===== config.mk =====
export PLATFORM = sky130hd
export DESIGN_NAME = mem_arbiter
export DESIGN_NICKNAME = d
export VERILOG_FILES = /design/src/rtl/mem_arbiter_pkg.sv /design/src/rtl/mem_arbiter_grant.sv /design/src/rtl/mem_arbiter.sv
export SDC_FILE = /design/constraint.sdc
export NUM_CORES = 1
export LEC_CHECK = 0
export BUFFER_PORTS_ARGS = -buffer_cell sky130_fd_sc_hd__buf_2
export CORE_UTILIZATION = 50
export CTS_BUF_LIST = sky130_fd_sc_hd__clkbuf_16
export CTS_CLUSTER_DIAMETER = 120
export DETAILED_ROUTE_END_ITERATION = 8
export GPL_ROUTABILITY_DRIVEN = 0
export GPL_TIMING_DRIVEN = 1
export PLACE_DENSITY = 0.84
export SETUP_SLACK_MARGIN = 0.15
export SLEW_MARGIN = 20
export SYNTH_ARGS = -nofsm -noshare
export SYNTH_HDL_FRONTEND = slang
export SYNTH_SLANG_ARGS = --single-unit

===== constraint.sdc =====
create_clock -name clk -period 4.1 [get_ports clk]
set_clock_uncertainty 0.2 [all_clocks]
set_input_delay 0.615 -clock clk [delete_from_list [all_inputs] [get_ports clk]]
set_output_delay 0.615 -clock clk [all_outputs]
set_load 0.005 [all_outputs]

===== src/rtl/mem_arbiter_pkg.sv =====
// ============================================================================
// Module   : mem_arbiter_pkg
// Purpose  : Shared types and constants for the byte-serial memory arbiter.
//            Holds the access state encoding, the requester identity, the IO
//            address window tag and the access-length decode helper.
// Ports    : none (package)
// Revision : 1.0 - initial release
// ============================================================================
`default_nettype none

package mem_arbiter_pkg;

  typedef enum logic [1:0] {
    MEM_ST_IDLE = 2'd0,
    MEM_ST_RUN  = 2'd1,
    MEM_ST_DONE = 2'd2
  } mem_state_e;

  typedef enum logic {
    OWNER_IF  = 1'b0,
    OWNER_LSB = 1'b1
  } owner_e;

  // addr[17:16] value that marks the memory-mapped IO window
  localparam logic [1:0] IO_ADDR_HI = 2'b11;

  // Instruction fetches always move a full word
  localparam logic [2:0] IF_LEN = 3'd4;

  // Byte count for an LSB access; anything other than 1 or 2 is a word
  function automatic logic [2:0] decode_len(input logic [2:0] len);
    case (len)
      3'd1:    decode_len = 3'd1;
      3'd2:    decode_len = 3'd2;
      default: decode_len = 3'd4;
    endcase
  endfunction

endpackage

`default_nettype wire


===== src/rtl/mem_arbiter_grant.sv =====
// ============================================================================
// Module   : mem_arbiter_grant
// Purpose  : Chooses which requester owns the next memory access.
//            MEM_ARB_RR_EN defined   : round-robin on conflict, remembers the
//                                      last granted requester.
//            MEM_ARB_RR_EN undefined : fixed priority, LSB beats IF, no state.
// Ports    : clk, rst_n     - clock, asynchronous active-low reset
//            accept_i       - an access is being accepted this cycle
//            if_req_i       - qualified fetch request
//            lsb_req_i      - load/store request
//            grant_lsb_o    - 1 = LSB wins, 0 = IF wins
// Revision : 1.0 - initial release
// ============================================================================
`default_nettype none

module mem_arbiter_grant
  import mem_arbiter_pkg::*;
(
  input  logic clk,
  input  logic rst_n,
  input  logic accept_i,
  input  logic if_req_i,
  input  logic lsb_req_i,
  output logic grant_lsb_o
);

`ifdef MEM_ARB_RR_EN
  // 1 = LSB was granted last; reset state is "IF granted last"
  logic last_lsb_q;

  always_ff @(posedge clk or negedge rst_n) begin
    if (!rst_n) begin
      last_lsb_q <= OWNER_IF;
    end else if (accept_i) begin
      last_lsb_q <= grant_lsb_o;
    end
  end

  always_comb begin
    grant_lsb_o = lsb_req_i;
    if (if_req_i && lsb_req_i) begin
      grant_lsb_o = ~last_lsb_q;
    end
  end
`else
  logic unused_grant_inputs;
  assign unused_grant_inputs = &{1'b0, clk, rst_n, accept_i, if_req_i};
  assign grant_lsb_o         = lsb_req_i;
`endif

endmodule

`default_nettype wire


===== src/rtl/mem_arbiter.sv =====
// ============================================================================
// Module   : mem_arbiter
// Purpose  : Sole owner of the byte-wide RAM/IO port. Arbitrates instruction
//            fetch (4-byte reads) against the load/store buffer (1/2/4-byte
//            reads/writes), serialises each access one byte per cycle and
//            returns little-endian data with a one-cycle done pulse.
//            Optional round-robin arbitration: define MEM_ARB_RR_EN.
// Ports    : clk, rst_n, rdy          - clock, async reset, global enable
//            rollback                 - flush; aborts fetches only
//            io_buffer_full           - stalls writes into the IO window
//            mem_din/mem_dout/mem_a/mem_wr - byte RAM port (1-cycle read)
//            if_en/if_addr/if_done/if_data - fetch requester
//            lsb_en/lsb_wr/lsb_addr/lsb_len/lsb_w_data/lsb_done/lsb_r_data
//                                     - load/store requester
// Revision : 1.0 - initial release
// ============================================================================
`default_nettype none

module mem_arbiter
  import mem_arbiter_pkg::*;
#(
  parameter int ADDR_W = 32,
  parameter int DATA_W = 32
) (
  input  logic              clk,
  input  logic              rst_n,
  input  logic              rdy,
  input  logic              rollback,
  input  logic              io_buffer_full,
  input  logic [7:0]        mem_din,
  output logic [7:0]        mem_dout,
  output logic [ADDR_W-1:0] mem_a,
  output logic              mem_wr,
  input  logic              if_en,
  input  logic [ADDR_W-1:0] if_addr,
  output logic              if_done,
  output logic [DATA_W-1:0] if_data,
  input  logic              lsb_en,
  input  logic              lsb_wr,
  input  logic [ADDR_W-1:0] lsb_addr,
  input  logic [2:0]        lsb_len,
  input  logic [DATA_W-1:0] lsb_w_data,
  output logic              lsb_done,
  output logic [DATA_W-1:0] lsb_r_data
);

  mem_state_e        state_q, state_d;
  owner_e            owner_q, owner_d;
  logic [ADDR_W-1:0] addr_q,  addr_d;
  logic [2:0]        len_q,   len_d;
  logic [2:0]        cnt_q,   cnt_d;
  logic              wr_q,    wr_d;
  logic [DATA_W-1:0] wdata_q, wdata_d;
  logic [DATA_W-1:0] rdata_q, rdata_d;

  logic              w_if_req;
  logic              w_grant_lsb;
  logic              w_accept;
  logic [ADDR_W-1:0] w_cur_addr;
  logic              w_io_stall;
  logic              w_if_abort;
  logic [1:0]        w_lane;

  // A flush cancels any fetch request before it can be granted
  assign w_if_req   = if_en & ~rollback;
  assign w_accept   = rdy & (state_q == MEM_ST_IDLE) & (w_if_req | lsb_en);
  assign w_cur_addr = addr_q + ADDR_W'(cnt_q);
  assign w_io_stall = wr_q & io_buffer_full & (w_cur_addr[17:16] == IO_ADDR_HI);
  assign w_if_abort = rollback & (owner_q == OWNER_IF) & (state_q != MEM_ST_IDLE);
  // Read data lags the address by one cycle, so byte k lands in lane k-1
  assign w_lane     = cnt_q[1:0] - 2'd1;

  mem_arbiter_grant u_grant (
    .clk         (clk),
    .rst_n       (rst_n),
    .accept_i    (w_accept),
    .if_req_i    (w_if_req),
    .lsb_req_i   (lsb_en),
    .grant_lsb_o (w_grant_lsb)
  );

  always_comb begin
    state_d  = state_q;
    owner_d  = owner_q;
    addr_d   = addr_q;
    len_d    = len_q;
    cnt_d    = cnt_q;
    wr_d     = wr_q;
    wdata_d  = wdata_q;
    rdata_d  = rdata_q;
    mem_a    = '0;
    mem_dout = '0;
    mem_wr   = 1'b0;
    if_done  = 1'b0;
    lsb_done = 1'b0;

    case (state_q)
      MEM_ST_IDLE: begin
        if (w_accept) begin
          state_d = MEM_ST_RUN;
          cnt_d   = '0;
          rdata_d = '0;
          wdata_d = lsb_w_data;
          if (w_grant_lsb) begin
            owner_d = OWNER_LSB;
            addr_d  = lsb_addr;
            len_d   = decode_len(lsb_len);
            wr_d    = lsb_wr;
          end else begin
            owner_d = OWNER_IF;
            addr_d  = if_addr;
            len_d   = IF_LEN;
            wr_d    = 1'b0;
          end
        end
      end

      MEM_ST_RUN: begin
        if (w_if_abort) begin
          state_d = MEM_ST_IDLE;
        end else if (wr_q) begin
          // A full IO buffer parks the write with the port idle
          if (!w_io_stall) begin
            mem_a    = w_cur_addr;
            mem_dout = wdata_q[{cnt_q[1:0], 3'b000} +: 8];
            mem_wr   = rdy;
            cnt_d    = cnt_q + 3'd1;
            if (cnt_q == len_q - 3'd1) begin
              state_d = MEM_ST_DONE;
            end
          end
        end else begin
          if (cnt_q != len_q) begin
            mem_a = w_cur_addr;
          end
          if (cnt_q != 3'd0) begin
            rdata_d[{w_lane, 3'b000} +: 8] = mem_din;
          end
          cnt_d = cnt_q + 3'd1;
          if (cnt_q == len_q) begin
            state_d = MEM_ST_DONE;
          end
        end
      end

      MEM_ST_DONE: begin
        state_d = MEM_ST_IDLE;
        if (rdy && !w_if_abort) begin
          if (owner_q == OWNER_LSB) begin
            lsb_done = 1'b1;
          end else begin
            if_done = 1'b1;
          end
        end
      end

      default: begin
        state_d = MEM_ST_IDLE;
      end
    endcase
  end

  always_ff @(posedge clk or negedge rst_n) begin
    if (!rst_n) begin
      state_q <= MEM_ST_IDLE;
      owner_q <= OWNER_IF;
      addr_q  <= '0;
      len_q   <= '0;
      cnt_q   <= '0;
      wr_q    <= 1'b0;
      wdata_q <= '0;
      rdata_q <= '0;
    end else if (rdy) begin
      state_q <= state_d;
      owner_q <= owner_d;
      addr_q  <= addr_d;
      len_q   <= len_d;
      cnt_q   <= cnt_d;
      wr_q    <= wr_d;
      wdata_q <= wdata_d;
      rdata_q <= rdata_d;
    end
  end

  assign if_data    = rdata_q;
  assign lsb_r_data = rdata_q;

endmodule

`default_nettype wire


==> results of run 1 <==
## stage by stage
step                      cells  utilization  setup WS (ns)
final                       973        0.632          0.270
after global routing        973        0.632          0.112
after CTS                   970        0.628          0.253
after detailed placement    956        0.601          0.451
after global placement      956        0.601          0.569
after floorplan             648            -          0.635
## repair_timing
item                                    in CTS  in global routing
gates resized for setup                      1                  1
pin swaps                                    0                  1
endpoints found under the setup margin       1                  9
setup buffers                                0                  2
cloned                                       0                  1
## layout make-up
cell class | count | area [um2] | share of cell area
Timing Repair Buffer | 230 | 1190 | 0.164
Tap cell | 143 | 179 | 0.0246
Inverter | 10 | 37.5 | 0.00516
Multi-Input combinational cell | 470 | 2920 | 0.401
Clock buffer | 9 | 225 | 0.0309
Sequential cell | 106 | 2650 | 0.364
Clock inverter | 5 | 72.6 | 0.00997
## final timing paths
check / end / start / depth (start not counted)
max in group asynchronous: wdata_q[30] / rst_n / 2
hold reg to reg: wdata_q[18] / wdata_q[18] / 2
setup reg to reg: state_q[0] / addr_q[0] / 10
setup / recovery: mem_a[27] / addr_q[0] / 10
hold / removal: addr_q[25] / rst_n / 1
min in group clk: wdata_q[31] / lsb_w_data[31] / 3
## layer usage
layer	GRT usage	wire, um
met1	0.318	6500
met2	0.397	6810
met3	0.0492	856
met4	0.0910	420
met5	0	0
## sequential cells by signal, summed over array words and instances (netlist names)
| register | count |
|---|---|
| wdata_q | 32 |
| cnt_q | 3 |
| state_q | 2 |
| owner_q | 1 |
| wr_q | 1 |
| addr_q | 32 |
| len_q | 3 |
| if_data | 32 |
## where the power goes
part	leakage, nW	switching, mW	total (mW)	internal [mW]
Clock	0.150	0.361	0.884	0.523
Combinational	2.31	1.03	1.84	0.808
Sequential	1.37	0.343	1.77	1.43
## kinds of logic (layout without fill, tap and decap cells)
family / Yosys count / after routing / synth area share
fa+ha+maj: 10 / 10 / 0.0223
buf+inv: 73 / 254 / 0.0693
simple gates: 295 / 296 / 0.224
xor+xnor: 32 / 32 / 0.0471
flops: 106 / 106 / 0.445
compound gates: 90 / 90 / 0.104
mux: 42 / 42 / 0.0878
## synthesized netlist by cell type, drive strengths merged (6+ instances only)
library cell / number / area, um2
xnor2: 8 / 70.1
inv: 10 / 37.5
dfrtp: 106 / 2650
nor3: 10 / 60.1
ha: 9 / 113
xor2: 24 / 210
buf: 47 / 315
nand2b: 14 / 90.1
a22o: 9 / 78.8
nand4: 8 / 56.3
o21ai: 42 / 210
and3: 6 / 37.5
mux4: 8 / 180
mux2i: 32 / 320
o31ai: 24 / 180
nor2b: 16 / 100
clkbuf: 16 / 60.1
nand2: 170 / 638
nand3: 12 / 65.1
nor2: 43 / 161
## placed cells by master (no fill, tap or decap), types with 13 or more instances in the layout
master,count
buf_2,220
dfrtp_1,106
mux2i_1,32
nand2_1,169
nand2b_1,13
nor2_1,43
nor2b_1,16
o21ai_0,33
o31ai_1,24
xor2_1,24
## worst max-delay path, delay by kind of cell (launching register included)
kind	cells	cell delay (ns)
AO/OA/AOI/OAI	3	0.90
adder cells (fa/ha/maj)	2	0.54
buffers and inverters	2	0.18
flip-flops	1	0.35
AND/OR/NAND/NOR	3	0.71
==> metrics.md, run 1 <==
| Metric | Value |
|---|---|
| Initial core utilization | `0.517` |
| Prevailing post-synth register cell | `dfrtp_1` |
| Die area | `0.0123 mm2` |
| Clock sink count | `106` |
| Worst vdd ir | `289 uV` |
| Post-synthesis sequential area ratio | `0.445` |
| Status | `finished, violations left` |
| Part of the cycle the worst path needs | `0.934` |
| Worst-path fanout max | `15` |
| Max Clock Freq | `261 MHz` |
| Die height | `111 um` |
| Clock buffer count from CTS | `9` |
| Clk_lat worst skew | `around 0.34 ns` |
| Total GRT Usage | `0.242` |
| #FFs+latches synth | `106` |
| Setup CP Type | `reg -> out` |
| WL/cell | `15.0 um` |
| TritonCTS clock tree | `built` |
| Cell row count | `39` |
| Post-synth ARST share | `1.00` |
| Final Critical Period | `3.83 ns` |
| Synth Net Count | `773` |
| # diodes | `0` |
| Layout Nets | `952` |
| Synth unique cells | `49` |
| Core Region | `around 0.012 mm2` |
| First-pass GRT wire length | `23,700 um` |
| Die Width | `111 um` |
| Vias in the first global route | `approximately 4,900` |
| Worst-case clock buffer depth | `2` |
| Via count | `5,095` |
| Initial DRC Count | `316` |
| Worst-margin pin slew | `0.984 ns` |
| Number of synthesized flops with an enable pin | `0` |
| Via density | `5.24` |
| Design Power | `4.49 mW` |
| Overflow after GRT | `0` |
| Average cell area after synthesis | `9.19 um2` |
| Largest net degree at the start of global routing | `between 80 and 90` |
| H-tree depth | `3` |
| Layout cell share with drive strength beyond 1 | `0.320` |
| Hpwl dp | `approximately 11,000 um` |
| Post-synthesis cell area | `around 0.006 mm2` |
| Setup TNS | `0 ns` |
| Slew HR | `0.339` |
| Startpoint Class | `flop` |
| Slowest cell on the critical path | `fa_1` |
| Reg clk slew, reported paths | `0.06 ns` |
| Number of max-cap violations | `0` |
| Post-DRT Antenna Nets | `0` |
| Number of antenna violations at the first check in global routing | `0` |
| Reg-to-reg slack, setup | `1.17 ns` |
| CP peak stage delay | `0.37 ns` |
| Drt drc | `40` |
| Worst EP arrival | `3.01 ns` |
| First-pass DRT Iterations | `6` |
| Fillers | `956` |
| Gate Count Post-Synth | `648` |
| Crit-path cells | `ha_1, inv_1, fa_1, nor2b_1, o21ai_1, o31a_1, o221ai_4, nand2b_2, nor2_1, buf_2` |
| Top Ports | `approximately 220` |
| Slew Limit Fails | `0` |
| LEAKAGE | `3.83 nW` |
| Hold_buf cts | `0` |
| Final setup vio count | `0` |
| Failing checks | `DRC` |
| Final instance area | `approximately 0.0073 mm2` |
| Fin. Hold Viols | `0` |
| CP Capture Type | `output port` |
| Final Hold Slack | `0.121 ns` |
| RSZ-0062 raised after global routing | `true` |
| Pwr dens | `617 mW/mm2` |
| Port Buffer Count | `221` |
| CTS Root Cell | `clkbuf_16` |
| Hold crit path type | `in -> async` |
| Syn-to-layout area delta | `22.3%` |
| Ys Warns | `0` |
| Worst path required time | `3.28 ns` |
| Cell Area, Placed | `just under 0.007 mm2` |
| Routed WL | `14,600 um` |
Power figures use the tool's default switching activity.
==> run 2, diff against run 1 <==
CORE_UTILIZATION = 53   (was 50)
PLACE_DENSITY = 0.86   (was 0.84)
clock period = 4.7 ns   (was 4.1 ns; I/O delays follow)
==> run 2 against run 1 <==
Effect of this change:
- the run now ends clean
- clock power down 11%
- worst setup slack better by 0.37 ns
- sequential power down 12%
- hold slack better by 0.15 ns
- final area down 0.72%
- power down 14%
- sequential share of layout area up 0.26 points
- first-iteration DRC count down 37%
- sequential cell count unchanged
- count of clock-buffer cells in the layout unchanged
- non-clock buffer count down 3
- global-route usage up 1.0 points
- critical endpoint is now mem_a[2]
- largest cell class unchanged
==> metrics.md, run 2 (synthesized netlist as in run 1, its figures left out) <==
| Metric | Value |
|---|---|
| Top Ports | `222 (unchanged)` |
| RSZ-0062 raised after global routing | `false` |
| Final Hold Slack | `0.274 ns (+0.153 ns)` |
| Die Width | `108 um (-2.8%)` |
| Worst EP arrival | `3.15 ns (+0.14 ns)` |
| P_int | `2.38 mW (-14%)` |
| Port Buffer Count | `221 (unchanged)` |
| Clk_lat worst skew | `0.33 ns (about the same)` |
| Hold crit path type | `reg -> reg` |
| LEAKAGE | `3.80 nW (-0.81%)` |
| Vias in the first global route | `4,714 (-3.3%)` |
| Layout Nets | `948 (-0.42%)` |
| Clock sink count | `106 (unchanged)` |
| Routed WL | `14,300 um (-1.7%)` |
| Part of the cycle the worst path needs | `0.863` |
| WL/cell | `14.8 um (-1.1%)` |
| Critical path buffer and inverter count | `2 (unchanged)` |
| Post-Layout Cell Count | `967 (-0.62%)` |
| First-pass DRT Iterations | `5 (-1)` |
| First-pass GRT wire length | `22,700 um (-4.4%)` |
| Fillers | `864 (-9.6%)` |
| Slew Limit Fails | `0 (unchanged)` |
| Core Region | `0.0109 mm2 (-5.5%)` |
| Clock buffer count from CTS | `9 (unchanged)` |
| Post-DRT Antenna Nets | `0 (unchanged)` |
| CP delay by family, top | `simple AND/OR/NAND/NOR gates` |
| Total GRT Usage | `0.252 (+0.0101)` |
| Part of the power in combinational logic | `0.397 (-0.012)` |
| CP peak stage delay | `0.39 ns (+0.02 ns)` |
| Initial DRC Count | `198 (-37%)` |
| H-tree depth | `3 (unchanged)` |
| Hpwl dp | `10,800 um (+0.16%)` |
| Final Critical Period | `around 4.1 ns` |
| Max Clock Freq | `246 MHz` |
| Slowest cell on the critical path | `nand2b_2` |
| CTS Root Cell | `clkbuf_16` |
| Fin. Hold Viols | `0 (unchanged)` |
| Initial core utilization | `0.547 (+0.0298)` |
| Setup TNS | `0 ns (unchanged)` |
| Reg clk slew, reported paths | `0.07 ns (about the same)` |
| Sequential share of power | `0.400 (+0.005)` |
| Via count | `5,056 (-0.77%)` |
| Hold_buf cts | `0 (unchanged)` |
| Slew HR | `0.318 (-0.0212)` |
| Cell row count | `38 (-2.6%)` |
| Worst-path fanout max | `31 (+16)` |
| Die height | `108 um (-2.8%)` |
| Commonest non-fill, non-tap cells in the layout | `buf_2, nand2_1, dfrtp_1` |
| Pwr dens | `537 mW/mm2 (-13%)` |
| Syn-to-layout area delta | `21.4%` |
| Die area | `0.0117 mm2 (-5.6%)` |
| Setup Buffers After CTS | `0 (unchanged)` |
| Number of max-cap violations | `0 (unchanged)` |
| Worst vdd ir | `316 uV (+9.6%)` |
| Worst path required time | `3.80 ns (+0.52 ns)` |
| Layout cell share with drive strength beyond 1 | `0.318 (-0.00246)` |
| Net Sw Frac | `0.387 (+0.00176)` |
| Drt drc | `0 (-100%)` |
| Switching power total | `1.50 mW (-13%)` |
| Setup CP Type | `reg -> out` |
| Via density | `5.23 (-0.15%)` |
| Crit-path cells | `ha_1, inv_1, fa_1, nor2b_1, o21ai_1, o31a_1, o221ai_4, nand2b_2, nor3_1, buf_2` |
| CP Capture Type | `output port` |
| Commonest non-fill, non-tap cell in the layout | `buf_2` |
| Overflow after GRT | `0 (unchanged)` |
| Status | `finished clean` |
| Startpoint Class | `flop` |
| Largest net degree at the start of global routing | `69 (-19%)` |
| Worst-case clock buffer depth | `2 (unchanged)` |
| Number of antenna violations at the first check in global routing | `0 (unchanged)` |
| Dpl cells | `952 (-0.42%)` |
| Worst-margin pin slew | `1.02 ns (+0.0316 ns)` |
| TritonCTS clock tree | `built` |
| Final setup vio count | `0 (unchanged)` |
| Clock share of power | `0.203 (+0.006)` |
| # diodes | `0 (unchanged)` |
| Post-CTS sizing | `0 (-1)` |
## run 2: cell count changes in the layout (fill, tap and decap cells not counted), sizes merged
cell,before,now
buf,230,227
clkinvlp,0,1
nand2b,15,14
## run 2: layout make-up
type                       instances  area (um2)  area share
inverter                          10        37.5     0.00519
timing repair buffer             227        1150       0.160
multi-input combinational        469        2900       0.401
clock buffer                       9         225      0.0312
sequential                       106        2650       0.367
clock inverter                     6        83.8      0.0116
tap                              140         175      0.0242
## run 2: power by group through the flow
stage	registers (mW)	logic, mW	clock network (mW)
global placement	1.54	1.50	0
floorplan	1.49	1.14	0
detailed placement	1.56	1.55	0
global route	1.60	1.74	0.840
CTS	1.55	1.56	0.802
finish	1.55	1.54	0.787
## run 2: per-stage QoR
| stage | worst slack, ns | cell area (um2) | total power [mW] | util |
|---|---|---|---|---|
| CTS | 0.630 | 7220 | 3.90 | 0.664 |
| global route | 0.415 | 7230 | 4.18 | 0.664 |
| floorplan | 1.15 | 5950 | 2.62 | - |
| detailed placement | 0.993 | 6920 | 3.11 | 0.635 |
| finish | 0.643 | 7230 | 3.88 | 0.664 |
| global placement | 1.08 | 6920 | 3.04 | 0.635 |
## run 2: tightest hold or removal path, cell delays in order, from the launching register on
cell	delay [ns]
dfrtp_1	0.34
nand2_1	0.05
nand2_1	0.05
## run 2: per-layer routing
layer | GRT usage | up-vias | wire, um
li1 | - | 2502 | -
met1 | 0.324 | 2374 | 6260
met2 | 0.436 | 166 | 7210
met3 | 0.0470 | 14 | 673
met4 | 0.0705 | 0 | 182
met5 | 0 | - | 0
## run 2: worst paths after layout
| check | startpoint | cells after the start | end | slack [ns] |
|---|---|---|---|---|
| setup / recovery | addr_q[0] | 10 | mem_a[2] | 0.64 |
| hold / removal | wdata_q[22] | 2 | wdata_q[22] | 0.27 |
| setup reg to reg | state_q[1] | 5 | addr_q[4] | 1.69 |
| hold reg to reg | wdata_q[22] | 2 | wdata_q[22] | 0.27 |
| max in group asynchronous | rst_n | 2 | if_data[23] | 3.04 |
| min in group asynchronous | rst_n | 1 | addr_q[21] | 0.28 |
==> run 3, diff against run 2 <==
CELL_PAD_IN_SITES_DETAIL_PLACEMENT = 0   (was not set)
CELL_PAD_IN_SITES_GLOBAL_PLACEMENT = 1   (was not set)
CORE_MARGIN = 2   (was not set)
CORE_UTILIZATION = 39   (was 53)
==> run 3 against run 2 <==
Effect of this change:
- sequential power barely moved
- count of clock-buffer cells in the layout is the same
- routed wire length increased by 3.1%
- hold slack got worse by 0.096 ns
- critical path type unchanged
- largest cell class unchanged
==> metrics.md, run 3 (synthesized netlist as in run 1, its figures left out) <==
| Metric | Value |
|---|---|
| Hpwl dp | `11,100 um (+2.9%)` |
| Worst-path fanout max | `31 (unchanged)` |
| First-pass DRT Iterations | `4 (-1)` |
| Overflow after GRT | `0 (unchanged)` |
| Setup crit end | `mem_a[2]` |
| Layout Nets | `948 (unchanged)` |
| Layout cell share with drive strength beyond 1 | `0.319 (+0.000824)` |
| Post-Layout Cell Count | `1,017 (+5.2%)` |
| Reg-to-reg slack, setup | `1.87 ns (+0.18 ns)` |
| Setup CP Type | `reg -> out` |
| Vias in the first global route | `4,599 (-2.4%)` |
| Dpl cells | `1,000 (+5.0%)` |
| R2R Path End | `if_data[8]` |
| Slowest cell on the critical path | `nand2b_2` |
| Clock buffer count from CTS | `9 (unchanged)` |
| Die Width | `128 um (+18%)` |
| CP delay by family, top | `simple AND/OR/NAND/NOR gates` |
| Syn-to-layout area delta | `22.0%` |
| Worst-margin pin slew | `1.03 ns (+0.0156 ns)` |
| Net Sw Frac | `0.399 (+0.0118)` |
| Crit-path cells | `ha_1, inv_1, fa_1, nor2b_1, o21ai_1, o31a_1, o221ai_4, nand2b_2, nor3_1, buf_2` |
| Worst vdd ir | `285 uV (-9.9%)` |
| CP startpoint | `addr_q[0]` |
| Part of the power in combinational logic | `0.406 (+0.009)` |
| Cell Area, Placed | `0.00698 mm2 (+0.94%)` |
| Pwr dens | `522 mW/mm2 (-2.7%)` |
| Clock share of power | `0.190 (-0.013)` |
| LEAKAGE | `3.79 nW (-0.30%)` |
| Startpoint Class | `flop` |
| Number of antenna violations at the first check in global routing | `0 (unchanged)` |
| Final setup vio count | `0 (unchanged)` |
| Clock sink count | `106 (unchanged)` |
| Fin. Hold Viols | `0 (unchanged)` |
| Sequential share of power | `0.404 (+0.004)` |
| Setup Buffers After CTS | `0 (unchanged)` |
| Cell row count | `45 (+18%)` |
| Final instance area | `0.00727 mm2 (+0.52%)` |
| Part of the cycle the worst path needs | `0.883 (+0.0201)` |
| Status | `finished clean` |
| Via count | `4,902 (-3.0%)` |
| Die area | `0.0163 mm2 (+40%)` |
| Commonest non-fill, non-tap cell in the layout | `buf_2` |
| Total GRT Usage | `0.180 (-0.0725)` |
| Worst-case reg-to-reg path depth | `8 (+3)` |
| Post-CTS sizing | `0 (unchanged)` |
| Drt drc | `0 (unchanged)` |
| Routed WL | `14,800 um (+3.1%)` |
| H-tree depth | `3 (unchanged)` |
| Commonest non-fill, non-tap cells in the layout | `buf_2, nand2_1, dfrtp_1` |
| Clk_lat worst skew | `0.35 ns (+0.02 ns)` |
| Top Ports | `222 (unchanged)` |
| Initial DRC Count | `222 (+12%)` |
| Largest net degree at the start of global routing | `80 (+16%)` |
| Core Region | `0.0150 mm2 (+38%)` |
| RSZ-0062 raised after global routing | `false` |
| Worst path required time | `3.80 ns (about the same)` |
| P_int | `2.28 mW (-4.1%)` |
| First-pass GRT wire length | `23,200 um (+2.1%)` |
| Slew Limit Fails | `0 (unchanged)` |
| CTS Root Cell | `clkbuf_16` |
| Hold crit path type | `in -> async` |
| Critical R2R Launch | `cnt_q[0]` |
| Initial core utilization | `0.396 (-0.151)` |
| Via density | `4.82 (-7.8%)` |
| Switching power total | `1.51 mW (+0.80%)` |
| Worst EP arrival | `3.25 ns (+0.10 ns)` |
| Port Buffer Count | `221 (unchanged)` |
| WL/cell | `14.5 um (-2.0%)` |
| Hold_buf cts | `0 (unchanged)` |
| CP Capture Type | `output port` |
| Total number of cells along the worst setup path | `10 (unchanged)` |
| TritonCTS clock tree | `built` |
| Max Clock Freq | `241 MHz (-2.3%)` |
| Critical path buffer and inverter count | `2 (unchanged)` |
| Slew HR | `0.308 (-0.0104)` |
| Final Critical Period | `4.15 ns (+0.0944 ns)` |
| Setup TNS | `0 ns (unchanged)` |
| CP peak stage delay | `0.41 ns (+0.02 ns)` |
| Post-DRT Antenna Nets | `0 (unchanged)` |
| Number of max-cap violations | `0 (unchanged)` |
| Worst-case clock buffer depth | `2 (unchanged)` |
| Reg clk slew, reported paths | `0.07 ns (about the same)` |
| Die height | `128 um (+18%)` |
run 3: power groups by stage:
stage	clock [mW]	combinational [mW]	sequential [mW]
floorplan	0	1.14	1.49
global placement	0	1.54	1.54
detailed placement	0	1.55	1.55
CTS	0.744	1.56	1.53
global route	0.783	1.73	1.59
finish	0.721	1.54	1.53
run 3: metrics by stage:
stage	total power, mW	hold WS, ns	worst slack, ns	utilization
2_1_floorplan	2.62	0.209	1.15	-
3_3_place_gp	3.08	0.253	1.07	0.464
3_5_place_dp	3.10	0.259	0.922	0.464
4_1_cts	3.84	0.278	0.515	0.483
5_1_grt	4.11	0.211	0.281	0.483
6_report	3.79	0.178	0.549	0.483
run 3: routing by layer:
layer  share of wire  up-vias  GRT usage  routed length, um
met2            0.47      143      0.293               6980
met1            0.46     2242      0.239               6790
met4          0.0060        0     0.0330                 89
met5               0        -          0                  0
li1                -     2511          -                  -
met3           0.062        6     0.0557                911
run 3: how the worst min path moves through the flow:
stage                           start          end  slack (ns)  cells after the start
after floorplan                 rst_n    addr_q[0]        0.21                      0
after global placement    wdata_q[16]  wdata_q[16]        0.25                      2
after detailed placement  wdata_q[23]  wdata_q[23]        0.26                      2
after CTS                 wdata_q[23]  wdata_q[23]        0.28                      2
after global routing            rst_n   addr_q[13]        0.21                      1
final                           rst_n   addr_q[13]        0.18                      1
run 3: final cells by class:
class                           instances  area [um2]
Sequential cell                       106        2650
Multi-Input combinational cell        469        2910
Inverter                               10        37.5
Timing Repair Buffer                  227        1160
Clock inverter                          7        50.0
Clock buffer                            9         225
Fill cell                            1494        7770
Antenna cell                            1        2.50
Tap cell                              188         235
run 3: worst register-to-register path, cell delays in order (launching register included):
cell,delay (ns)
dfrtp_1,0.35
buf_4,0.28
inv_1,0.17
ha_1,0.23
nor2b_1,0.13
o31a_1,0.25
nor3_2,0.28
o21ai_1,0.44
o31ai_1,0.39
